==> src/rtl/sub_run_pkg.sv <==
// Shared defaults and types for the run-length counter.
package sub_run_pkg;

    localparam int CNT_W_DEF        = 32;
    localparam int FINISH_COUNT_DEF = 3;
    localparam int ASSERT_LIMIT_DEF = 100;
    localparam int COVER_VALUE_DEF  = 3;

    typedef logic [CNT_W_DEF-1:0] run_cnt_t;

endpackage

==> src/rtl/sub_run_counter.sv <==
// Run-length counter: counts edges after reset and freezes one past FINISH_COUNT.
// It also keeps sticky finished, assertion-error and coverage flags.
module sub_run_counter
    import sub_run_pkg::*;
#(
    parameter int CNT_W        = CNT_W_DEF,
    parameter int FINISH_COUNT = FINISH_COUNT_DEF,
    parameter int ASSERT_LIMIT = ASSERT_LIMIT_DEF,
    parameter int COVER_VALUE  = COVER_VALUE_DEF
) (
    input  logic             clk,
    input  logic             reset,
    output logic [CNT_W-1:0] count,
    output logic             finished,
    output logic             done_pulse,
    output logic             assert_err,
    output logic             cover_hit
);

    localparam logic [CNT_W-1:0] FINISH_C = CNT_W'(FINISH_COUNT);
    localparam logic [CNT_W-1:0] COVER_C  = CNT_W'(COVER_VALUE);
    // The limit may be 2^CNT_W (unreachable), so compare in a wider domain.
    localparam logic [63:0]      LIMIT_C  = 64'(ASSERT_LIMIT);

    logic [CNT_W-1:0] r_count;
    logic             r_finished;
    logic             r_done_pulse;
    logic             r_assert_err;
    logic             r_cover_hit;

    logic             w_fin_set;
    logic             w_aerr_set;
    logic             w_cov_set;

    // Flag set conditions, all evaluated on the pre-edge count.
    always_comb begin
        w_fin_set  = 1'b0;
        w_aerr_set = 1'b0;
        w_cov_set  = 1'b0;
        if (!r_finished && (r_count >= FINISH_C)) begin
            w_fin_set = 1'b1;
        end else begin
            w_fin_set = 1'b0;
        end
        if (64'(r_count) >= LIMIT_C) begin
            w_aerr_set = 1'b1;
        end else begin
            w_aerr_set = 1'b0;
        end
        if (r_count == COVER_C) begin
            w_cov_set = 1'b1;
        end else begin
            w_cov_set = 1'b0;
        end
    end

    // Counter and sticky flag registers.
    always_ff @(posedge clk or posedge reset) begin
        if (reset) begin
            r_count      <= '0;
            r_finished   <= 1'b0;
            r_done_pulse <= 1'b0;
            r_assert_err <= 1'b0;
            r_cover_hit  <= 1'b0;
        end else begin
            if (!r_finished) begin
                r_count <= r_count + CNT_W'(1);
            end else begin
                r_count <= r_count;
            end
            r_finished   <= r_finished | w_fin_set;
            r_done_pulse <= w_fin_set;
            r_assert_err <= r_assert_err | w_aerr_set;
            r_cover_hit  <= r_cover_hit | w_cov_set;
        end
    end

    assign count      = r_count;
    assign finished   = r_finished;
    assign done_pulse = r_done_pulse;
    assign assert_err = r_assert_err;
    assign cover_hit  = r_cover_hit;

endmodule

==> config.mk <==
export PLATFORM = sky130hd
export DESIGN_NAME = sub_run_counter
export DESIGN_NICKNAME = d
export VERILOG_FILES = /design/src/rtl/sub_run_pkg.sv /design/src/rtl/sub_run_counter.sv
export SDC_FILE = /design/constraint.sdc
export NUM_CORES = 1
export LEC_CHECK = 0
export BUFFER_PORTS_ARGS = -buffer_cell sky130_fd_sc_hd__buf_2
export CAP_MARGIN = 20
export CORE_MARGIN = 2
export CORE_UTILIZATION = 45
export DETAILED_ROUTE_END_ITERATION = 10
export PLACE_DENSITY_LB_ADDON = 0.25
export RECOVER_POWER = 25
export SLEW_MARGIN = 10
export SYNTH_ARGS = -nofsm -noshare
export SYNTH_HDL_FRONTEND = slang
export SYNTH_SLANG_ARGS = --single-unit
==> constraint.sdc <==
create_clock -name clk -period 2.38 [get_ports clk]
set_input_delay 0.476 -clock clk [delete_from_list [all_inputs] [get_ports clk]]
set_output_delay 0.476 -clock clk [all_outputs]
set_load 0.02 [all_outputs]
After elaboration in Yosys (flattened, before gate mapping):

Index checks and enable logic that the tools add are counted.

* bits in registers: 36
* input port bits: 2
* word-level logic and storage cells: 17

* add/subtract/negate cells: 1
* $lt $le $gt $ge: 2
* eq/ne operators: 1
* mux-type cells: 3
* bitwise operators: 3
* reductions and logical operators: 2

Operator list (number)
* adder 32 x 1 -> 32 bit, second input constant: 1
* equality test 32 x 2 -> 1 bit, second input constant: 1
* greater-or-equal comparator 32 x 2 -> 1 bit, second input constant: 1
* greater-or-equal comparator 32 x 7 -> 1 bit, second input constant: 1
* 2-to-1 mux 1 bit: 3
* bitwise OR 1 bit: 3
* logical AND 1 bit: 1
* logical NOT 1 bit: 1

Longest topological paths before layout:

Gate-level depths: netlist (run 1).

* word-level depth: 4
* gate-level depth with buffers: 6
* mapped depth without buffers: 5

Least setup slack after synthesis (run 1):

No wires, ideal clock.

* kind: reg2reg
* from: register r_count[0] (netlist: count[0])
* to: register r_count[28] (netlist: count[28])
* setup time: 80 ps
* data arrival time: 1687 ps
* data required time: 2300 ps
* setup slack: 613 ps
* cell stages (with the launch flop): 6
* path buffers: 0
* cells stage by stage: dfrtp_1 > ha_1 > and4b_1 > nand4_2 > nor4_1 > xor2_1

* longest elaborated chain between the ends: 1

Ends and longest elaborated chain
* from (decl): line sub_run_counter.sv:25 `logic [CNT_W-1:0] r_count;`
* from (signal assigned): line sub_run_counter.sv:67 `r_count <= r_count + CNT_W'(1);`
* from (signal assigned): line sub_run_counter.sv:69 `r_count <= r_count;`
* adder 32 x 1 -> 32 bit: line sub_run_counter.sv:67

Every way passes these cells.
A chain may end at the register's enable or synchronous reset.

==> results.py, run 1 <==
metrics = {
    "synthesis": {
        "yosysSeqAreaShare_pct": 51.61,
        "ys_ff_latch": 36,
        "synth_ff_type": "dfrtp_1",
        "avgSynthCellArea_um2": 11.41,
        "syn_area_um2": 1745,
        "ys_warn_count": 0,
        "async_reset_ff_share_pct": 100.0,
        "synth_area_leaders": "dfrtp_1, xor2_1, xnor2_1, nor4_1, nand3_1",
        "synth.distinct_cells": 30,
        "yosysTopAreaCellShare_pct": 51.61,
        "synth.most_common_cell": "dfrtp_1",
        "synth_edf_count": 0,
        "synth_cells": 153,
        "synth_largest_area_cell": "dfrtp_1",
        "synth_commonest_cells": "dfrtp_1, xor2_1, xnor2_1, nand2_1",
        "syn-num-nets": 157,
    },
    "routing": {
        "drt-initial-drc-count": 71,
        "drt_first_pass_iters": 4,
        "vias_per_cell": 5.619,
        "routed_wl_mm": 3.693,
        "wl_per_cell_um": 15.14,
        "drc": 0,
        "vias": 1371,
        "ant_nets": 0,
    },
    "clock_tree": {
        "cts_buffers": 5,
        "postCtsHoldBufs": 0,
        "cts-root-buf": "clkbuf_8",
        "cts_tree": "yes",
        "path_clk_slew_ps": 70,
        "h-tree-depth": 2,
        "clockBufferDepth": 2,
        "post_cts_resized": 0,
        "worstSkewPairLatency_ps": 280,
        "cts_sinks": 36,
        "post_cts_buffers": 0,
    },
    "layout": {
        "nets": 199,
        "drive_above_1_share_pct": 27.55,
        "layoutNonFillerInstCount": 244,
        "synthToLayoutAreaGrowth_pct": 17.92,
        "fill_cells": 323,
        "antenna_cells": 0,
    },
    "global_routing": {
        "grt_usage_pct": 19.35,
        "grt.overflow.total": 0,
        "antenna_found_initial": 0,
        "grt_pass1_vias": 1317,
        "grt_max_degree": 37,
        "grt_pass1_wl_mm": 6.320,
    },
    "pwr": {
        "p_per_area_nw_per_um2": 517.2,
        "power.leakage_nw": 1.107,
        "vdd_drop_max_mv": 0.2468,
    },
    "floorplan": {
        "die_y_um": 66.28,
        "core_um2": 3689,
        "fp.dieW_um": 66.28,
        "ios": 38,
        "start_util_pct": 47.32,
        "die_area_um2": 4393,
        "placementRows": 22,
    },
    "timing": {
        "max-slew-margin-rel_pct": 41.36,
        "finalWorstSetupSlack_ps": 463.0,
        "period_share_pct": 80.55,
        "finalHoldViolCount": 0,
        "period_needed_ps": 1917,
        "grt_setup_unrepaired": "false",
        "finClkSkew_ps": 3.833,
        "fmax_ghz": 0.5217,
        "final_max_slew_viol_count": 0,
        "setup_viol": 0,
        "tightest_slew_ps": 879.7,
        "finalSetupTns_ps": 0,
    },
    "worst_setup_path": {
        "path_max_fanout": 12,
        "crit_required_ps": 2550,
        "critPathMaxStageDelay_ps": 490,
        "slowest_stage": "or3_1",
        "timing.critical_path.arrival_ps": 2090,
        "path_cells": "and4b_1 -> nand4_2 -> or3_1 -> xnor2_1",
        "path_class": "flop to flop",
        "cp-end-kind": "flop",
        "cp-start-kind": "flop",
    },
    "run_status": {
        "status": "finished clean",
    },
    "placed_design": {
        "port_buffers": 37,
        "dp_hpwl_mm": 2.645,
        "pre_cts_slack_ps": 456.2,
        "place_congestion": 0.8643,
        "dp.cells": 236,
    },
    "hold_path": {
        "min_path_type": "primary input to asynchronous set/reset pin",
    },
    "job": {
        "maxCapViolCount": 0,
    },
}
## state kept, by name, indices dropped and copies added (netlist names)
signal and count:
count 32, assert_err 1, cover_hit 1, done_pulse 1
finished 1
## power by group
part | leakage [nW] | switching, W | internal [W]
combinational | 0.574 | 0.0000116 | 0.00000121
sequential | 0.488 | 0 | 0.000612
clock | 0.0455 | 0.000204 | 0.000236
total | 1.11 | 0.000216 | 0.000849
## cell usage in the layout (no fill, tap or decap), drive strengths merged, types with 2 or more instances in the layout
master / n
and3: 3
and4: 3
and4b: 2
buf: 37
clkbuf: 9
dfrtp: 36
ha: 2
inv: 5
nand2: 11
nand2b: 2
nand3: 9
nand4: 7
nand4b: 2
nor2: 8
nor3: 9
nor4: 13
xnor2: 14
xor2: 17
## stage by stage
stage          total power, W  instance area [um^2]  hold WS [ps]  utilization, %
2_1_floorplan       0.0006323                  1745         577.8               -
3_3_place_gp        0.0006371                  1971         461.6           53.43
3_5_place_dp        0.0006377                  1971         457.0           53.43
4_1_cts              0.001076                  2061         296.0           55.87
5_1_grt              0.001116                  2058         512.7           55.80
6_report             0.001064                  2058         447.3           55.80
## worst max-delay path: cells and delay by family (launching register included)
kind	cells	cell delay, ps
AND/OR/NAND/NOR	3	1210
flip-flops	1	460
XOR/XNOR	1	130
## final cells by class
cell class | count | area (um^2) | area share [%]
tap | 48 | 60.06 | 2.918
sequential | 36 | 900.9 | 43.77
clock buffer | 8 | 90.09 | 4.377
timing repair buffer | 38 | 190.2 | 9.240
multi-input combinational | 109 | 798.3 | 38.78
inverter | 5 | 18.77 | 0.9119
## per-layer routing
metal,vias to the layer above,global-route usage [%],wire [um]
li1,627,-,-
met1,680,26.40,1675
met2,54,29.25,1732
met3,10,5.281,205
met4,0,7.398,79
met5,-,0,0
## final timing paths
path,startpoint,to,slack (ps),cells past startpoint
max in group asynchronous,reset,count[9],1390,3
min in group clk,cover_hit,cover_hit,470,1
max reg2reg,finished,count[21],460,4
min,reset,count[30],450,3
min reg2reg,cover_hit,cover_hit,470,1
max,finished,count[21],460,4
## cells by family after synthesis
logic type	after synthesis	synth area share (%)
buffers and inverters	8	2.652
and+or+nand+nor	73	27.17
xor gates and xnor gates	31	15.56
adders and majority gates	2	1.433
DFF	36	51.61
muxes	1	0.6451
AOI/OAI and AO/OA	2	0.9322
Power figures use the tool's default switching activity.
==> run 2, diff against run 1 <==
ABC_AREA = 1   (was unset)
clock period = 1.89 ns   (was 2.38 ns; I/O delays follow)
==> run 2 against run 1 <==
Compared with the run above:
- wire length increased by 30%
- synthesized cell count increased by 82%
- clock skew increased by 4.1 ps
- core utilization decreased by 0.62 points
- sequential power increased by 26%
- area after synthesis increased by 21%
- sequential share of layout area decreased by 7.0 points
- global-route usage increased by 0.92 points
- critical endpoint is now count[16]
- largest power group unchanged
==> results.py, run 2 <==
metrics = {
    "run_status": {
        "status": "finished clean",
    },
    "timing": {
        "setup_viol": 0,
        "tightest_slew_ps": 899.6,
        "period_share_pct": 83.30,
        "max-slew-margin-rel_pct": 40.03,
        "fmax_ghz": 0.6351,
        "period_needed_ps": 1574,
        "finalSetupTns_ps": 0,
        "final_max_slew_viol_count": 0,
        "finalHoldViolCount": 0,
        "grt_setup_unrepaired": "false",
        "finClkSkew_ps": 7.936,
    },
    "synthesis": {
        "synth_commonest_cells": "nand2_1, inv_1, nor2_1, dfrtp_1, nand3_1",
        "synth.most_common_cell": "nand2_1",
        "synth_edf_count": 0,
        "ys_warn_count": 0,
        "ys_ff_latch": 36,
        "avgSynthCellArea_um2": 7.552,
        "yosysSeqAreaShare_pct": 42.76,
        "syn-num-nets": 283,
        "synth_ff_type": "dfrtp_1",
        "syn_area_um2": 2107,
        "synth.distinct_cells": 24,
        "synth_largest_area_cell": "dfrtp_1",
        "async_reset_ff_share_pct": 100.0,
        "synth_cells": 279,
        "synth_area_leaders": "dfrtp_1, nand2_1, inv_1, nor2_1, nand3_1",
        "yosysTopAreaCellShare_pct": 42.76,
    },
    "clock_tree": {
        "post_cts_resized": 0,
        "cts-root-buf": "clkbuf_8",
        "cts_sinks": 36,
        "worstSkewPairLatency_ps": 290,
        "cts_buffers": 5,
        "h-tree-depth": 2,
        "post_cts_buffers": 0,
        "path_clk_slew_ps": 80,
        "clockBufferDepth": 2,
        "postCtsHoldBufs": 0,
        "cts_tree": "yes",
    },
    "global_routing": {
        "grt_pass1_vias": 1703,
        "grt_pass1_wl_mm": 8.204,
        "grt_max_degree": 37,
        "antenna_found_initial": 0,
        "use_met2_pct": 28.85,
        "grt.overflow.total": 0,
        "grt.met1_usage_pct": 31.03,
        "grt_use_met3_pct": 4.028,
        "grt_usage_pct": 20.27,
        "grt-busiest-layer": "met1",
    },
    "worst_setup_path": {
        "path_class": "flop to flop",
        "cp-start-kind": "flop",
        "timing.critical_path.arrival_ps": 1760,
        "cp-end-kind": "flop",
        "crit_required_ps": 2070,
        "path_max_fanout": 9,
    },
    "layout": {
        "synthToLayoutAreaGrowth_pct": 16.39,
        "final_cell_mix": "nand2_1, inv_1, nor2_1",
        "nets": 328,
        "layoutNonFillerInstCount": 377,
        "drive_above_1_share_pct": 20.62,
        "final_common_cell": "nand2_1",
        "largest_reg_flops": 32,
        "final_cell_area_um2": 2452,
        "antenna_cells": 0,
    },
    "pwr": {
        "power.leakage_nw": 1.334,
        "total_power_w": 0.001357,
        "p_per_area_nw_per_um2": 553.3,
        "vdd_drop_max_mv": 0.3955,
    },
    "routing": {
        "ant_nets": 0,
        "drt_first_pass_iters": 4,
        "wl_per_cell_um": 12.75,
        "vias_per_cell": 4.939,
        "vias": 1862,
        "drc": 0,
        "routed_wl_mm": 4.805,
        "drt-initial-drc-count": 120,
    },
    "hold_path": {
        "min_path_type": "primary input to asynchronous set/reset pin",
    },
    "floorplan": {
        "core_um2": 4444,
        "die_y_um": 72.43,
        "ios": 38,
        "placementRows": 24,
        "fp.dieW_um": 72.43,
        "start_util_pct": 47.41,
        "die_area_um2": 5245,
    },
    "placed_design": {
        "dp.cells": 369,
        "place_area_um2": 2365,
        "place_congestion": 0.8684,
        "port_buffers": 37,
        "dp_hpwl_mm": 3.717,
    },
    "job": {
        "maxCapViolCount": 0,
    },
}
==> run 2: changes by cell type in the layout (fill, tap and decap cells not counted), sizes merged, moves of 8 or more <==
cell | before | now
nand2 | 11 | 95
nor2 | 8 | 48
inv | 5 | 41
nor4 | 13 | 0
nand3 | 9 | 21
xnor2 | 14 | 3
nor3 | 9 | 1
==> run 2: cell families after synthesis <==
family | Yosys count | synth area share [%]
adders and majority gates | 2 | 1.187
AOI/OAI and AO/OA | 5 | 1.425
xor gates and xnor gates | 15 | 6.948
buffers and inverters | 42 | 7.660
and+or+nand+nor | 179 | 40.02
DFF | 36 | 42.76
==> run 2: where the power goes <==
| part | switching, W | total (W) | leakage [nW] | internal (W) |
|---|---|---|---|---|
| logic | 0.0000150 | 0.0000165 | 0.801 | 0.00000152 |
| clock network | 0.000273 | 0.000570 | 0.0455 | 0.000297 |
| registers | 0 | 0.000770 | 0.488 | 0.000770 |
==> run 2: stage by stage <==
step                util (%)  worst slack (ps)  hold WS, ps
global route           55.18             126.2        449.2
detailed placement     53.21             304.8        492.4
floorplan                  -             356.0        545.0
CTS                    55.24             313.6        198.3
global placement       53.21             381.4        483.7
finish                 55.18             315.5        350.7
==> run 2: routing by layer <==
| layer | vias to the layer above | wire length [um] |
|---|---|---|
| met3 | 5 | 264 |
| met4 | 0 | 42 |
| met5 | - | 0 |
| met1 | 868 | 2314 |
| met2 | 46 | 2184 |
| li1 | 943 | - |
==> run 2: path summary, 6_finish.rpt <==
path                                 start    endpoint  slack [ps]  cells past startpoint
worst max-delay path              count[0]   count[16]         320                      6
worst min-delay path                 reset    finished         350                      3
worst max register to register    count[0]   count[16]         320                      6
worst min register to register  assert_err  assert_err         500                      2
max in group asynchronous            reset   count[23]         980                      3
min in group clk                assert_err  assert_err         500                      2
==> run 2: area by class of cell <==
class,instances,area [um^2]
Timing Repair Buffer,39,197.7
Tap cell,52,65.06
Inverter,41,153.9
Fill cell,449,1992
Clock buffer,8,90.09
Multi-Input combinational cell,201,1045
Sequential cell,36,900.9
==> run 2: critical path, stage by stage, from the launching register on <==
cell and delay, ps:
dfrtp_1 430, ha_1 250, nand4_2 170, nor2_2 210, buf_4 200, nand2_1 70, xor2_1 140
